### config.mk
export PLATFORM = sky130hd
export DESIGN_NAME = load_store_unit
export DESIGN_NICKNAME = d
export VERILOG_FILES = /design/src/rtl/lsu_pkg.sv /design/src/rtl/lsu_load_extract.sv /design/src/rtl/load_store_unit.sv
export SDC_FILE = /design/constraint.sdc
export NUM_CORES = 1
export LEC_CHECK = 0
export CAP_MARGIN = 10
export CELL_PAD_IN_SITES_DETAIL_PLACEMENT = 1
export CELL_PAD_IN_SITES_GLOBAL_PLACEMENT = 2
export CORE_MARGIN = 8
export CORE_UTILIZATION = 23
export CTS_BUF_LIST = sky130_fd_sc_hd__clkbuf_16
export CTS_CLUSTER_SIZE = 24
export DETAILED_ROUTE_END_ITERATION = 8
export PLACE_DENSITY = 0.67
export SYNTH_ARGS = -nofsm -noshare
export SYNTH_HDL_FRONTEND = slang
export SYNTH_SLANG_ARGS = --single-unit
export TNS_END_PERCENT = 1
### constraint.sdc
create_clock -name clk -period 5.7 [get_ports clk]
set_clock_uncertainty 0.2 [all_clocks]
set_input_delay 1.14 -clock clk [delete_from_list [all_inputs] [get_ports clk]]
set_output_delay 1.14 -clock clk [all_outputs]
set_load 0.05 [all_outputs]
### src/rtl/lsu_pkg.sv
// Shared encodings for the load/store unit: RV32I width codes, memory size codes, FSM states.
package lsu_pkg;

  localparam logic [2:0] F3_B  = 3'b000;
  localparam logic [2:0] F3_H  = 3'b001;
  localparam logic [2:0] F3_W  = 3'b010;
  localparam logic [2:0] F3_BU = 3'b100;
  localparam logic [2:0] F3_HU = 3'b101;

  localparam logic [2:0] SZ_B = 3'b000;
  localparam logic [2:0] SZ_H = 3'b001;
  localparam logic [2:0] SZ_W = 3'b010;

  typedef enum logic [2:0] {
    IDLE,
    ISSUE,
    ST_HI,
    LD_CAP,
    RESP
  } lsu_state_t;

  typedef struct packed {
    logic        we;
    logic [2:0]  funct3;
    logic [31:0] addr;
  } lsu_req_t;

  // Memory size code for a legal, unsplit store.
  function automatic logic [2:0] store_size(input logic [2:0] funct3);
    case (funct3)
      F3_H:    store_size = SZ_H;
      F3_W:    store_size = SZ_W;
      default: store_size = SZ_B;
    endcase
  endfunction

endpackage

### src/rtl/lsu_load_extract.sv
// Lane select plus sign/zero extension of an aligned memory word; purely combinational.
module lsu_load_extract
  import lsu_pkg::*;
(
  input  logic [31:0] rdata,
  input  logic [1:0]  offset,
  input  logic [2:0]  funct3,
  output logic [31:0] result
);

  logic [7:0]  byte_sel;
  logic [15:0] half_sel;

  always_comb begin
    case (offset)
      2'd0:    byte_sel = rdata[7:0];
      2'd1:    byte_sel = rdata[15:8];
      2'd2:    byte_sel = rdata[23:16];
      default: byte_sel = rdata[31:24];
    endcase
    half_sel = offset[1] ? rdata[31:16] : rdata[15:0];

    case (funct3)
      F3_B:    result = {{24{byte_sel[7]}}, byte_sel};
      F3_BU:   result = {24'b0, byte_sel};
      F3_H:    result = {{16{half_sel[15]}}, half_sel};
      F3_HU:   result = {16'b0, half_sel};
      default: result = rdata;
    endcase
  end

endmodule

### src/rtl/load_store_unit.sv
// Data-memory initiator; accept-to-response: load 3, store 2, split half store 3, error 1 cycle.
// One request in flight, req_ready only in IDLE; the response pulse has no backpressure.
module load_store_unit
  import lsu_pkg::*;
#(
  parameter int unsigned MEM_BYTES = 32000
) (
  input  logic        clk,
  input  logic        resetn,
  input  logic        req_valid,
  output logic        req_ready,
  input  logic        req_we,
  input  logic [2:0]  req_funct3,
  input  logic [31:0] req_addr,
  input  logic [31:0] req_wdata,
  output logic        rsp_valid,
  output logic [31:0] rsp_rdata,
  output logic        rsp_err,
  output logic        MemRead,
  output logic        MemWrite,
  output logic [2:0]  MemSize,
  output logic [31:0] A_Ram,
  output logic [31:0] WriteData,
  input  logic [31:0] ReadData
);

  lsu_state_t  state;
  lsu_req_t    req_q;
  logic [7:0]  wdata_hi;
  logic        req_err;
  logic [32:0] last_byte;
  logic [31:0] ld_data;
  logic        accept;
  logic        split_in;

  assign accept = req_valid && req_ready;
  // Memory only honours halfwords at offset 0, so offset-2 halfword stores go out as two bytes.
  assign split_in = (req_funct3 == F3_H) && req_addr[1];

  always_comb begin
    last_byte = {1'b0, req_addr} + ((req_funct3 == F3_W) ? 33'd3 : 33'd0);
    req_err   = 1'b0;
    case (req_funct3)
      F3_B, F3_BU: req_err = 1'b0;
      F3_H, F3_HU: req_err = req_addr[0];
      F3_W:        req_err = |req_addr[1:0];
      default:     req_err = 1'b1;
    endcase
    if (req_we && req_funct3[2]) req_err = 1'b1;
    if (last_byte >= 33'(MEM_BYTES)) req_err = 1'b1;
  end

  lsu_load_extract u_extract (
    .rdata  (ReadData),
    .offset (req_q.addr[1:0]),
    .funct3 (req_q.funct3),
    .result (ld_data)
  );

  always_ff @(posedge clk) begin
    if (!resetn) begin
      state     <= IDLE;
      req_q     <= '0;
      wdata_hi  <= '0;
      req_ready <= 1'b1;
      rsp_valid <= 1'b0;
      rsp_rdata <= '0;
      rsp_err   <= 1'b0;
      MemRead   <= 1'b0;
      MemWrite  <= 1'b0;
      MemSize   <= SZ_B;
      A_Ram     <= '0;
      WriteData <= '0;
    end else begin
      rsp_valid <= 1'b0;
      MemRead   <= 1'b0;
      MemWrite  <= 1'b0;
      case (state)
        IDLE: if (accept) begin
          req_q     <= '{we: req_we, funct3: req_funct3, addr: req_addr};
          wdata_hi  <= req_wdata[15:8];
          req_ready <= 1'b0;
          if (req_err) begin
            state     <= RESP;
            rsp_valid <= 1'b1;
            rsp_err   <= 1'b1;
            rsp_rdata <= '0;
          end else begin
            state <= ISSUE;
            if (req_we) begin
              MemWrite <= 1'b1;
              A_Ram    <= req_addr;
              if (split_in) begin
                MemSize   <= SZ_B;
                WriteData <= {24'b0, req_wdata[7:0]};
              end else begin
                MemSize   <= store_size(req_funct3);
                WriteData <= req_wdata;
              end
            end else begin
              MemRead <= 1'b1;
              MemSize <= SZ_W;
              A_Ram   <= {req_addr[31:2], 2'b00};
            end
          end
        end
        ISSUE: begin
          if (!req_q.we) begin
            state <= LD_CAP;
          end else if ((req_q.funct3 == F3_H) && req_q.addr[1]) begin
            state     <= ST_HI;
            MemWrite  <= 1'b1;
            MemSize   <= SZ_B;
            A_Ram     <= req_q.addr + 32'd1;
            WriteData <= {24'b0, wdata_hi};
          end else begin
            state     <= RESP;
            rsp_valid <= 1'b1;
            rsp_err   <= 1'b0;
            rsp_rdata <= '0;
          end
        end
        ST_HI: begin
          state     <= RESP;
          rsp_valid <= 1'b1;
          rsp_err   <= 1'b0;
          rsp_rdata <= '0;
        end
        LD_CAP: begin
          state     <= RESP;
          rsp_valid <= 1'b1;
          rsp_err   <= 1'b0;
          rsp_rdata <= ld_data;
        end
        RESP: begin
          state     <= IDLE;
          req_ready <= 1'b1;
        end
        default: begin
          state     <= IDLE;
          req_ready <= 1'b1;
        end
      endcase
    end
  end

endmodule

==> results.ini <==
[sta]
tightestPinTransition_ps=974
final-setup-viol-count=0
min_period_ps=4750
fmax_ghz=0.211
drv_slew=0
grt_setup_unrepaired=false
finalHoldViolations=0
setup_tns_ps=0
slew_headroom=0.349
layout_worst_path_cycle_share=0.833
holdWs_ps=250

[finish]
final_cells=1583
fin_util=0.321
antennaDiodeCount=0
drive_above_1_share=0.0661
syn2layout_area_growth_pct=38.7
nets=1232

[worst_setup_path]
rr_worst_depth=10
end_kind=flip-flop
rr_startpoint=req_q[1]
rrSetupSlack_ps=2490
path_class=primary input to flip-flop
critPathLaunchType=primary input
cp-startpoint=req_funct3[0]
cp_max_fo=20
required_ps=5860
crit_path_end=A_Ram[15]
r2r-end=rsp_rdata[14]
worstPathArrival_ps=4910

[detailed_routing]
wirelength_um=30100
drtIter0Drc=342
drcViolationCount=0
wl_per_cell_um=19.0
num_vias=7598
drtPass1Iterations=5
ant_nets=0
vias_per_cell=4.80

[placement]
gp_congestion=0.830
hpwl_um=22300
dp.cells=1551
port_buffers=205

[global_routing]
antenna_found_initial=1
grtUsageTotal=0.150
grt_first_pass_wirelength_um=46600
grt_max_degree=62
grt_pass1_vias=7970
overflow=0

[synthesis]
async_flop_share=0
synth_ff_type=dfxtp_1
yosysTopAreaCell=dfxtp_1
synth-seq-cells=150
synth.avg_cell_area_um2=8.09
seq_area_frac_synth=0.390
yosys.cell_types.count=69
synth_top_area_frac=0.390
synth-edff-count=0
synthTopCellsByArea=dfxtp_1 39%, nand2_1 10%, mux2i_1 5.1%
synthMostInstantiatedCell=nand2_1
ys_warn_count=0
synth.cell_area_um2=7710
synthCells=953
synth_nets=1063
yosys-top-cells-count=207 x nand2_1, 150 x dfxtp_1, 59 x a21oi_1

[clocking]
tritoncts=yes
clkLatencyLatePin_ps=440
holdBufCountCts=0
ctsResizeCount=0
cts_made_buffers=17
postCtsSetupRepairBufs=0
htreeDepth=4
path_clk_slew_ps=70
cts_buffer_depth=2
numClockSinks=150
cts-root-buf=clkbuf_16

[die]
dieWidth_um=199
pin_count=207
fp.dieArea_um2=39600
start_util=0.232
rows=67
die_h_um=199
core-area_um2=33300

[pwr]
power_w=0.00251
leakage_nw=3.93
ir_worst_vdd_v=0.000204
cellPowerDensity_nw_per_um2=235

[run_status]
run_status=completed

[job]
cap_violations=0

[hold_path]
min_path_type=flip-flop to flip-flop

-- worst min-delay path by stage --
| stage | from | end | cells past startpoint |
|---|---|---|---|
| floorplan | wdata_hi[0] | wdata_hi[0] | 2 |
| global placement | rsp_rdata[0] | rsp_rdata[0] | 2 |
| detailed placement | rsp_rdata[12] | rsp_rdata[12] | 2 |
| CTS | rsp_rdata[14] | rsp_rdata[14] | 2 |
| global route | rsp_rdata[4] | rsp_rdata[4] | 2 |
| finish | rsp_rdata[4] | rsp_rdata[4] | 2 |
-- critical path, stage by stage --
cell and delay [ps]:
clkdlybuf4s50_1 480, nor2_1 160, and2_1 200, ha_1 180, inv_1 60, fa_1 460
and4b_1 310, a211o_1 130, a32oi_1 90, or4_1 570, and4_4 200, nand4_4 140
and2_4 170, buf_4 360, mux2i_1 250
-- stage by stage --
| stage | instance area [µm²] | setup slack [ps] |
|---|---|---|
| final | 10700 | 951 |
| after global placement | 10100 | 634 |
| after global routing | 10700 | 704 |
| after CTS | 10700 | 958 |
| after detailed placement | 10100 | 495 |
| after floorplan | 7710 | 1390 |
-- registers in the layout, indices dropped and copies added, names as in the netlist --
name / cells
state: 3
MemSize: 2
A_Ram: 32
rsp_rdata: 32
MemWrite: 1
MemRead: 1
rsp_err: 1
req_ready: 1
wdata_hi: 8
rsp_valid: 1
req_q: 36
WriteData: 32
-- layout make-up --
| class | count | area [µm²] |
|---|---|---|
| Fill cell | 3927 | 22600 |
| Multi-Input combinational cell | 694 | 4250 |
| Sequential cell | 150 | 3000 |
| Timing Repair Buffer | 221 | 2180 |
| Tap cell | 448 | 561 |
| Clock buffer | 17 | 425 |
| Inverter | 38 | 143 |
| Clock inverter | 15 | 133 |
-- logic make-up (layout without fill, tap and decap cells) --
kind of cell / count (synthesis) / after routing / synth area share
other: 1 / 1 / 0.000486
and+or+nand+nor: 360 / 360 / 0.223
buffers and inverters: 109 / 291 / 0.0609
xor gates and xnor gates: 35 / 35 / 0.0398
adders and majority gates: 7 / 7 / 0.0123
AOI/OAI and AO/OA: 250 / 250 / 0.220
muxes: 41 / 41 / 0.0536
DFF: 150 / 150 / 0.390
-- layer usage --
metal  GRT usage  up-vias  part of all wire
li1            -     3724                 -
met1       0.187     3680              0.45
met2       0.255      163              0.48
met3      0.0340       29             0.055
met4      0.0489        2             0.015
met5           0        -           0.00043
-- report_power, final --
part	switching (W)	internal, W
registers	0.0000235	0.00107
logic	0.000180	0.000129
clock network	0.000530	0.000576
total	0.000733	0.00177
-- cells in the final DEF (no fill, tap or decap), types with 12 or more instances in the layout --
master,Yosys,final
nand4_1,17,17
nor2_1,30,30
dfxtp_1,150,150
o21ai_1,22,22
o211ai_1,25,25
buf_4,5,16
inv_1,37,37
xnor2_1,19,19
o22ai_1,17,17
o21ai_0,28,28
mux2i_1,39,39
clkbuf_16,0,17
nand2_1,207,207
a22o_1,24,24
xor2_1,16,16
nand3_1,27,27
a21oi_1,59,59
and3_1,15,15
a31oi_1,12,12
clkdlybuf4s50_1,0,204
(Power assumes the default switching activity.)
